==> src/rtl/alu_pipe.sv <==
// Registered ALU with valid/ready handshake on both sides and a one-entry output register.
// Optional iterative shift-add multiplier on opcode 1000 when ALU_PIPE_MUL_EN is defined.
module alu_pipe #(
  parameter int WIDTH = 16,
  parameter int SHW   = $clog2(WIDTH)
) (
  input  logic             clk,
  input  logic             rst,
  input  logic             in_valid,
  output logic             in_ready,
  input  logic [3:0]       opcode,
  input  logic [WIDTH-1:0] in_a,
  input  logic [WIDTH-1:0] in_b,
  output logic             out_valid,
  input  logic             out_ready,
  output logic [WIDTH-1:0] result,
  output logic             flag_z,
  output logic             flag_n,
  output logic             flag_c,
  output logic             flag_v,
  output logic             err
);

  localparam int MSB = WIDTH - 1;

`ifdef ALU_PIPE_MUL_EN
  typedef enum logic [1:0] {IDLE, HOLD, MUL_BUSY} state_t;
  localparam logic [SHW:0] MUL_LAST = (SHW+1)'(WIDTH);
`else
  typedef enum logic {IDLE, HOLD} state_t;
`endif

  state_t r_state, w_state_next;

  logic [WIDTH-1:0] r_result;
  logic             r_z, r_n, r_c, r_v, r_err;

  logic [SHW-1:0]   w_amt;
  logic [WIDTH:0]   w_add, w_sub, w_shl, w_shr;
  logic [WIDTH-1:0] w_res;
  logic             w_c, w_v, w_err;
  logic             w_accept, w_load, w_is_mul;
  logic             w_mul_start, w_mul_done;

  assign w_amt = in_b[SHW-1:0];
  assign w_add = {1'b0, in_a} + {1'b0, in_b};
  assign w_sub = {1'b0, in_a} - {1'b0, in_b};
  // One extra bit on the far side of each shift catches the last bit shifted out.
  assign w_shl = {1'b0, in_a} << w_amt;
  assign w_shr = {in_a, 1'b0} >> w_amt;

  always_comb begin
    w_res = '0;
    w_c   = 1'b0;
    w_v   = 1'b0;
    w_err = 1'b0;
    case (opcode)
      4'b0000: begin
        w_res = w_add[MSB:0];
        w_c   = w_add[WIDTH];
        w_v   = (in_a[MSB] == in_b[MSB]) && (w_add[MSB] != in_a[MSB]);
      end
      4'b0001: begin
        w_res = w_sub[MSB:0];
        w_c   = w_sub[WIDTH];
        w_v   = (in_a[MSB] != in_b[MSB]) && (w_sub[MSB] != in_a[MSB]);
      end
      4'b0010: w_res = in_a & in_b;
      4'b0011: w_res = in_a | in_b;
      4'b0100: w_res = in_a ^ in_b;
      4'b0101: w_res = ~in_a;
      4'b0110: begin
        w_res = w_shl[MSB:0];
        w_c   = w_shl[WIDTH];
      end
      4'b0111: begin
        w_res = w_shr[WIDTH:1];
        w_c   = w_shr[0];
      end
`ifdef ALU_PIPE_MUL_EN
      4'b1000: ;
`endif
      default: w_err = 1'b1;
    endcase
  end

`ifdef ALU_PIPE_MUL_EN
  assign w_is_mul = (opcode == 4'b1000);
  assign in_ready = (r_state != MUL_BUSY) && ((r_state != HOLD) || out_ready);
`else
  assign w_is_mul = 1'b0;
  assign in_ready = (r_state != HOLD) || out_ready;
`endif

  assign w_accept  = in_valid && in_ready;
  assign out_valid = (r_state == HOLD);

`ifdef ALU_PIPE_MUL_EN
  logic [2*WIDTH-1:0] r_mul_acc, r_mul_mcand;
  logic [WIDTH-1:0]   r_mul_mplier;
  logic [SHW:0]       r_mul_cnt;
`endif

  always_comb begin
    w_state_next = r_state;
    w_load       = 1'b0;
    w_mul_start  = 1'b0;
    w_mul_done   = 1'b0;
    case (r_state)
      IDLE, HOLD: begin
        if (w_accept) begin
          if (w_is_mul) begin
`ifdef ALU_PIPE_MUL_EN
            w_state_next = MUL_BUSY;
`endif
            w_mul_start  = 1'b1;
          end else begin
            w_state_next = HOLD;
            w_load       = 1'b1;
          end
        end else if ((r_state == HOLD) && out_ready) begin
          w_state_next = IDLE;
        end
      end
`ifdef ALU_PIPE_MUL_EN
      MUL_BUSY: begin
        if (r_mul_cnt == MUL_LAST) begin
          w_state_next = HOLD;
          w_mul_done   = 1'b1;
        end
      end
`endif
      default: w_state_next = IDLE;
    endcase
  end

  always_ff @(posedge clk) begin
    if (rst) begin
      r_state  <= IDLE;
      r_result <= '0;
      r_z      <= 1'b0;
      r_n      <= 1'b0;
      r_c      <= 1'b0;
      r_v      <= 1'b0;
      r_err    <= 1'b0;
    end else begin
      r_state <= w_state_next;
      if (w_load) begin
        r_result <= w_res;
        r_z      <= (w_res == '0);
        r_n      <= w_res[MSB];
        r_c      <= w_c;
        r_v      <= w_v;
        r_err    <= w_err;
      end
`ifdef ALU_PIPE_MUL_EN
      else if (w_mul_done) begin
        r_result <= r_mul_acc[MSB:0];
        r_z      <= (r_mul_acc[MSB:0] == '0);
        r_n      <= r_mul_acc[MSB];
        r_c      <= |r_mul_acc[2*WIDTH-1:WIDTH];
        r_v      <= 1'b0;
        r_err    <= 1'b0;
      end
`endif
    end
  end

`ifdef ALU_PIPE_MUL_EN
  always_ff @(posedge clk) begin
    if (rst) begin
      r_mul_acc    <= '0;
      r_mul_mcand  <= '0;
      r_mul_mplier <= '0;
      r_mul_cnt    <= '0;
    end else if (w_mul_start) begin
      r_mul_acc    <= '0;
      r_mul_mcand  <= {{WIDTH{1'b0}}, in_a};
      r_mul_mplier <= in_b;
      r_mul_cnt    <= '0;
    end else if ((r_state == MUL_BUSY) && (r_mul_cnt != MUL_LAST)) begin
      if (r_mul_mplier[0])
        r_mul_acc <= r_mul_acc + r_mul_mcand;
      r_mul_mcand  <= r_mul_mcand << 1;
      r_mul_mplier <= r_mul_mplier >> 1;
      r_mul_cnt    <= r_mul_cnt + 1'b1;
    end
  end
`endif

  assign result = r_result;
  assign flag_z = r_z;
  assign flag_n = r_n;
  assign flag_c = r_c;
  assign flag_v = r_v;
  assign err    = r_err;

endmodule

==> config.mk <==
export PLATFORM = sky130hd
export DESIGN_NAME = alu_pipe
export DESIGN_NICKNAME = d
export VERILOG_FILES = /design/src/rtl/alu_pipe.sv
export SDC_FILE = /design/constraint.sdc
export NUM_CORES = 1
export LEC_CHECK = 0
export CORE_MARGIN = 10
export CORE_UTILIZATION = 28
export DETAILED_ROUTE_END_ITERATION = 10
export GPL_TIMING_DRIVEN = 1
export MAX_ROUTING_LAYER = met4
export SYNTH_ARGS = -nofsm -noshare
export SYNTH_HDL_FRONTEND = slang
export SYNTH_SLANG_ARGS = --single-unit
==> constraint.sdc <==
create_clock -name clk -period 4.3 [get_ports clk]
set_input_delay 0.43 -clock clk [delete_from_list [all_inputs] [get_ports clk]]
set_output_delay 0.43 -clock clk [all_outputs]
set_load 0.01 [all_outputs]
; ---- Yosys cells after proc, flatten, opt, wreduce, memory -nomap -nowiden
; Index checks and enable logic that the tools add are counted.
[op_classes]
n_reduce_logical = 9
n_shift = 2
magnitude_cmp = 0
eq_ne = 11
n_addsub = 2
n_mul = 0
n_div = 0
bitwise_logic = 5
muxes = 7
[op_table]
columns = cell, n
row1 = $pmux 16 s8, 1
row2 = $add 16x16->17, 1
row3 = $shl 16x4->17, 1
row4 = $shr 17x4->17, 1
row5 = $sub 16x16->17, 1
row6 = $and 16x16->16, 1
row7 = $eq 4x3->1 const B, 4
row8 = $logic_not 16->1, 1
row9 = $not 16->16, 1
row10 = $or 16x16->16, 1
row11 = $xor 16x16->16, 1
row12 = $eq 4x2->1 const B, 2
row13 = $reduce_or 8->1, 1
row14 = $eq 4x1->1 const B, 1
row15 = $logic_and 1x1->1, 4
row16 = $logic_not 4->1, 1
row17 = $mux 1, 4
row18 = $pmux 1 s4, 1
row19 = $ne 1x1->1, 3
row20 = $pmux 1 s2, 1
row21 = $reduce_bool 2->1, 1
row22 = $eq 1x1->1, 1
row23 = $logic_or 1x1->1, 1
row24 = $not 1->1, 1
[totals]
mem_bits_ro = 0
mem_bits_rw = 0
n_memories = 0
reg_bits = 22
latch_bits = 0
wordCells = 43

; ---- Longest topological paths before layout
; Gate-level depths: netlist of run 1.
[logic_depth]
depth_word = 4
ltp_mapped = 13

; ---- Worst setup path after synthesis of run 1
; No wires, ideal clock.
[synth_path]
path_type = input-to-reg
from = in in_b[1]
to = reg r_z, in the netlist flag_z
stages = 13
setup_slack_ps = 746
required_ps = 4216
n_path_buf = 2
arrival_ps = 3470
path_cell_list = buf_2 > inv_2 > buf_2 > ha_1 > or2_4 > a221oi_4 > nor2_1 > o41a_1 > a221o_1 > a211o_1 > nor4_2 > nand4_1 > o31ai_2
[synth_via]
elab_chain_len = 3
[synth_rtl]
columns = element, line_no
row1 = from (decl), 13  ; input logic [WIDTH-1:0] in_b,
row2 = $sub 16x16->17 (tied with other cells), 47  ; assign w_sub = {1'b0, in_a} - {1'b0, in_b};
row3 = $pmux 16 s8 (*), 57  ; case (opcode)
row4 = $logic_not 16->1 (*), 150  ; r_z <= (w_res == '0);
row5 = to (signal assigned), 150
row6 = to (decl), 36  ; logic r_z, r_n, r_c, r_v, r_err;
; Every way passes the cells marked *; elsewhere a longest branch is shown, timed or not.
; A chain may end at the register's enable or synchronous reset.

; ---- Final worst setup path of run 1
[layout_path]
from = in in_a[5]
to = reg r_z, in the netlist flag_z
[layout_via]
elab_chain_len = 3
[layout_rtl]
columns = element, line_no
row1 = from (decl), 12  ; input logic [WIDTH-1:0] in_a,
row2 = $sub 16x16->17 (tied with other cells), 47
row3 = $pmux 16 s8 (*), 57
row4 = $logic_not 16->1 (*), 150
; Marked as above.

==> results.tsv, run 1 <==
stage	metric	value	unit
cts	path_clk_slew	60	ps
die	io_pins	63	
grt	grt_max_degree	32	
cells_and_area	design_area	5893	um2
die	die_w	150.9	um
cts	cts_sinks	21	
critical_path	critPathMaxFanout	7	
power_and_ir_drop	power_leakage	2.438	nW
grt	grt_pass1_vias	5169	
synth	ys.flop_type	dfxtp_1	
cells_and_area	drive_gt1_share	11.03	%
synth	synth-async-reset-ratio	0	%
power_and_ir_drop	ir_worst_vdd	0.1126	mV
timing	finClkSkew	2.080	ps
run_status	status	completed	
cts	cts-root-buf	clkbuf_16	
cts	h-tree-depth	1	
die	core-area	16700	um2
timing	max_freq	0.2638	GHz
synth	synth_edf_count	0	
timing	tns	0	ps
grt	antenna_found_initial	0	
critical_path	required	4470	ps
cells_and_area	syn_to_final_growth	22.91	%
timing	hold_viol	0	
place	hpwl	16.11	mm
route	drtPass1Iterations	5	
timing	min_period	3790	ps
cells_and_area	layout.nets	804	
critical_path	critPathLaunchType	primary input	
die	dieArea	22760	um2
synth	syn-instance-count	650	
synth	synth.avg_cell_area	7.376	um2
route	vias_per_cell	5.844	
synth	yosys.cell_types.count	77	
route	wl_per_cell	21.46	um
timing	rsz0062_at_grt	no	
critical_path	worstPathArrival	3960	ps
power_and_ir_drop	p_total	0.001042	W
cells_and_area	layout_common_cells	nor2_1 (70), clkdlybuf4s50_1 (61), ha_1 (54), nand2_1 (53), inv_1 (46)	
cts	insertion_delay	250	ps
route	drt_iter0_drc	552	
synth	ys.warnings.count	0	
timing	max-slew-margin-rel	41.48	%
flow_run	maxCapViolCount	0	
cts	cts_buffer_depth	2	
timing	fin_crit_sh	88.15	%
timing	setup_violations	0	
route	routed_wl	19.89	mm
synth	ys_seq_area_share	8.768	%
cells_and_area	num_antenna_cells	0	
route	antenna_left	0	
route	drc	0	
synth	synth_area	4795	um2
min_path	hold_path_class	flip-flop to flip-flop	
cts	cts_tree	built	
power_and_ir_drop	powerDensity	176.8	nW/um2
route	vias	5417	
place	gp_congestion	1.016	
die	initial_core_util	28.71	%
grt	grt_util_all_layers	17.46	%
cts	postCtsSetupRepairBufs	0	
die	die_height	150.9	um
cts	hold_buffers	0	
cells_and_area	final_common_cell	nor2_1	
cts	cts_buffers	3	
place	dpl_cell_area	5814	um2
cts	cts_resized	0	
place	portBuffers	62	
timing	worstMarginPinSlew	855.7	ps
critical_path	critical_path_class	primary input to flip-flop	
timing	finalMaxSlewViolations	0	
grt	grt_pass1_wl	30.66	mm
die	rows	47	
synth	syn-num-nets	746	
synth	synth-seq-cells	21	
critical_path	end_kind	flip-flop	
grt	grt_overflow_total	0	
[Yosys cell counts (6+ instances only)]
library cell / count / area (um2)
nor2_1: 70 / 262.8
nand2b_1: 6 / 37.54
mux2_1: 8 / 90.09
a21oi_1: 34 / 170.2
mux4_2: 11 / 247.7
buf_2: 6 / 30.03
nand3_1: 9 / 45.04
o211ai_1: 8 / 60.06
a211oi_1: 23 / 172.7
a21o_1: 6 / 45.04
inv_1: 46 / 172.7
clkbuf_1: 38 / 142.6
a31oi_1: 8 / 50.05
dfxtp_1: 21 / 420.4
o21bai_1: 8 / 60.06
mux2_2: 7 / 78.83
and2_1: 7 / 43.79
o31ai_1: 6 / 45.04
a2111oi_0: 6 / 52.55
mux2i_1: 24 / 240.2
o221ai_1: 10 / 87.58
nand2_1: 53 / 198.9
ha_1: 54 / 675.7
a221o_1: 6 / 60.06
nor2b_1: 8 / 50.05
nor3_1: 25 / 125.1
o21ai_0: 17 / 85.08
[worst max-delay path: stages]
cell and delay (ps):
clkdlybuf4s50_1 570, inv_1 70, ha_1 440, nor2b_1 90, or4_1 460, o2111ai_1 290, a2111oi_0 140, a2111oi_0 780
nor3_1 130, o22ai_2 200, nand4_1 140, o31ai_2 210
[state kept, by name (all words and copies together), names as in the netlist]
name	flops
err	1
flag_c	1
flag_v	1
flag_z	1
out_valid	1
result	16
[stage by stage]
step	cells	worst slack, ps	hold WS, ps	util, %
finish	927	509.5	457.0	35.29
global route	927	330.6	483.0	35.29
CTS	927	550.0	459.0	35.29
detailed placement	923	314.2	451.1	34.81
global placement	923	362.7	445.7	34.81
floorplan	650	745.6	480.5	-
[cells by family (layout without fill, tap and decap cells)]
family	count (synthesis)	after routing	share of synthesized area (%)
adder cells (fa/ha/maj)	56	56	14.93
AO/OA/AOI/OAI	198	198	30.74
XOR/XNOR	6	6	1.096
multiplexers	50	50	13.70
flip-flops	21	21	8.768
buffers and inverters	97	154	7.907
AND/OR/NAND/NOR	222	222	22.86
[final timing paths]
check,startpoint,end,slack [ps],cells past startpoint
setup / recovery,in_a[5],flag_z$_SDFFE_PP0P_,510,12
hold / removal,err$_SDFFE_PP0P_,err$_SDFFE_PP0P_,460,2
setup reg to reg,out_valid$_SDFFE_PP0P_,flag_z$_SDFFE_PP0P_,1820,10
hold reg to reg,err$_SDFFE_PP0P_,err$_SDFFE_PP0P_,460,2
[where the power goes]
group          leakage [nW]  total, W  switching, W  internal [W]
Combinational          2.23  0.000630      0.000370      0.000261
Sequential            0.173  0.000216    0.00000752      0.000209
Clock                0.0382  0.000195     0.0000686      0.000126
Total                  2.44   0.00104      0.000446      0.000596
[metal layers]
metal,global-route usage [%],vias to the layer above,wire [um]
met1,23.38,2584,8751
met5,-,-,0
met3,2.506,33,1437
met2,27.09,247,9232
met4,4.283,0,471
li1,-,2553,-
[area by class of cell]
| type | count | area, um2 |
|---|---|---|
| Fill cell | 1819 | 10810 |
| Multi-Input combinational cell | 532 | 4010 |
| Timing Repair Buffer | 102 | 928.4 |
| Sequential cell | 21 | 420.4 |
| Tap cell | 220 | 275.3 |
| Inverter | 48 | 180.2 |
| Clock buffer | 4 | 78.83 |
Note: power is estimated with default switching activity, not from simulation.
==> run 2, diff against run 1 <==
--- a/config.mk
+++ b/config.mk
@@ -10,6 +10,7 @@
 export DETAILED_ROUTE_END_ITERATION = 10
 export GPL_TIMING_DRIVEN = 1
 export MAX_ROUTING_LAYER = met4
+export SETUP_SLACK_MARGIN = 0.5
 export SYNTH_ARGS = -nofsm -noshare
 export SYNTH_HDL_FRONTEND = slang
 export SYNTH_SLANG_ARGS = --single-unit
==> run 2 against run 1 <==
Sequential power hardly changed. Combinational power hardly changed. Sequential share of layout area hardly changed. Clock power about the same. First-iteration DRC count grew 12%. Utilization up 0.082 points. Register-to-register slack gained 60 ps. Global-route usage stayed put. Maximum frequency rose by 4.5%. Non-clock buffer count is the same. Critical endpoint unchanged. Largest cell class unchanged.
==> results.tsv, run 2 (synthesis results as in run 1) <==
stage	metric	value	unit
cells_and_area	layout.nets	804	
critical_path	required	4470	ps
grt	grt_pass1_wl	30.66	mm
critical_path	reg2reg_depth	10	
timing	hold_viol	0	
place	portBuffers	62	
critical_path	worstReg2RegEnd	flag_z$_SDFFE_PP0P_	
cells_and_area	final_common_cell	nor2_1	
power_and_ir_drop	power_leakage	2.452	nW
timing	fin_crit_sh	84.36	%
power_and_ir_drop	p_switching	0.0004473	W
critical_path	critPathLaunchType	primary input	
run_status	status	completed	
power_and_ir_drop	ir_worst_vdd	0.1127	mV
cells_and_area	largest_reg_flops	16	
timing	tns	0	ps
grt	grt_overflow_total	0	
die	initial_core_util	28.71	%
timing	finalMaxSlewViolations	0	
cts	postCtsSetupRepairBufs	0	
timing	max_freq	0.2757	GHz
timing	worstMarginPinSlew	744.9	ps
cells_and_area	syn_to_final_growth	23.20	%
die	die_height	150.9	um
critical_path	rrSetupSlack	1880	ps
critical_path	critical_path_class	primary input to flip-flop	
cts	h-tree-depth	1	
route	vias	5414	
cells_and_area	final_cells	927	
grt	antenna_found_initial	0	
route	drtPass1Iterations	5	
timing	finClkSkew	1.771	ps
power_and_ir_drop	swShare	42.83	%
route	wl_met1	8.731	mm
route	dr_wl_met2	9.206	mm
route	drt_iter0_drc	618	
cts	cts_tree	built	
cells_and_area	design_area	5907	um2
grt	grt_max_degree	32	
die	core-area	16700	um2
cells_and_area	layout_common_cells	nor2_1 (70), clkdlybuf4s50_1 (60), ha_1 (54), nand2_1 (53), inv_1 (46)	
critical_path	end_kind	flip-flop	
critical_path	worstPathArrival	3800	ps
grt	grt_util_all_layers	17.46	%
critical_path	crit_end	flag_z$_SDFFE_PP0P_	
die	rows	47	
timing	rsz0062_at_grt	no	
die	io_pins	63	
timing	setup_violations	0	
cts	cts-root-buf	clkbuf_16	
route	routed_wl	19.90	mm
cts	path_clk_slew	60	ps
route	antenna_left	0	
place	dp.cells	923	
power_and_ir_drop	clockPowerShare	18.7	%
timing	max-slew-margin-rel	50.13	%
critical_path	critPathMaxFanout	4	
cts	cts_buffer_depth	2	
place	hpwl	16.11	mm
power_and_ir_drop	seq_power_share	20.7	%
place	dpl_cell_area	5814	um2
power_and_ir_drop	internal-power	0.0005969	W
critical_path	r2r_start	out_valid$_SDFFE_PP0P_	
route	wl_per_cell	21.47	um
cells_and_area	drive_gt1_share	11.32	%
cts	cts_sinks	21	
power_and_ir_drop	powerDensity	176.8	nW/um2
cts	insertion_delay	250	ps
power_and_ir_drop	power_frac_comb	60.5	%
die	die_w	150.9	um
grt	grt_pass1_vias	5169	
route	vias_per_cell	5.840	
timing	min_period	3628	ps
die	dieArea	22760	um2
place	gp_congestion	1.016	
route	top_layer	met4	
critical_path	crit_start	in_b[1]	
cells_and_area	num_antenna_cells	0	
flow_run	maxCapViolCount	0	
route	drc	0	
route	wl_met3	1.446	mm
min_path	hold_path_class	flip-flop to flip-flop	
cts	cts_buffers	3	
run 2: cell count changes in the layout (fill, tap and decap cells not counted), sizes merged:
cell and delta:
clkdlybuf4s50 -1, dlymetal6s2s +1
run 2: how the worst min path moves through the flow:
stage | start | endpoint | slack (ps) | cells after the start
floorplan | err$_SDFFE_PP0P_ | err$_SDFFE_PP0P_ | 480 | 2
global placement | result[9]$_SDFFE_PP0P_ | result[9]$_SDFFE_PP0P_ | 450 | 2
detailed placement | err$_SDFFE_PP0P_ | err$_SDFFE_PP0P_ | 450 | 2
CTS | err$_SDFFE_PP0P_ | err$_SDFFE_PP0P_ | 460 | 2
global route | result[8]$_SDFFE_PP0P_ | result[8]$_SDFFE_PP0P_ | 480 | 2
finish | err$_SDFFE_PP0P_ | err$_SDFFE_PP0P_ | 460 | 2
run 2: per-stage QoR:
step / worst slack [ps] / hold slack [ps] / power, W / util (%)
2_1_floorplan: 745.6 / 480.5 / 0.0005954 / -
3_3_place_gp: 362.7 / 445.7 / 0.0008397 / 34.81
3_5_place_dp: 314.2 / 451.1 / 0.0008373 / 34.81
4_1_cts: 550.0 / 459.0 / 0.001035 / 35.29
5_1_grt: 509.5 / 483.0 / 0.001107 / 35.37
6_report: 672.4 / 457.3 / 0.001044 / 35.37
run 2: worst max-delay path, stage by stage:
cell and delay, ps:
clkdlybuf4s50_1 540, inv_2 60, ha_1 330, or2_4 280, a221oi_4 270, nor2_1 80, o41a_1 430, o41a_2 420
o21ai_1 320, mux2i_1 230, nand3_1 150, o31ai_2 250
run 2: final cells by class:
type / instances / area [um2]
tap: 220 / 275.3
multi-input combinational: 532 / 4021
clock buffer: 4 / 78.83
timing repair buffer: 102 / 930.9
inverter: 48 / 180.2
sequential: 21 / 420.4
fill: 1818 / 10790
run 2: power groups by stage:
stage / Clock (W) / Combinational [W] / Sequential, W
4_1_cts: 0.000199 / 0.000619 / 0.000217
2_1_floorplan: 0 / 0.000369 / 0.000227
3_3_place_gp: 0 / 0.000619 / 0.000221
6_report: 0.000196 / 0.000632 / 0.000217
5_1_grt: 0.000206 / 0.000682 / 0.000218
3_5_place_dp: 0 / 0.000616 / 0.000221
run 2: layer usage:
layer,global-route usage [%],vias to the layer above
met2,27.09,244
li1,-,2551
met4,4.283,0
met3,2.506,39
met1,23.38,2580
met5,-,-
run 2: repair_timing:
| action | 4_1_cts | 5_1_grt |
|---|---|---|
| hold buffers | 0 | 0 |
| endpoints found under the setup margin | 0 | 2 |
| resized for setup | 0 | 4 |
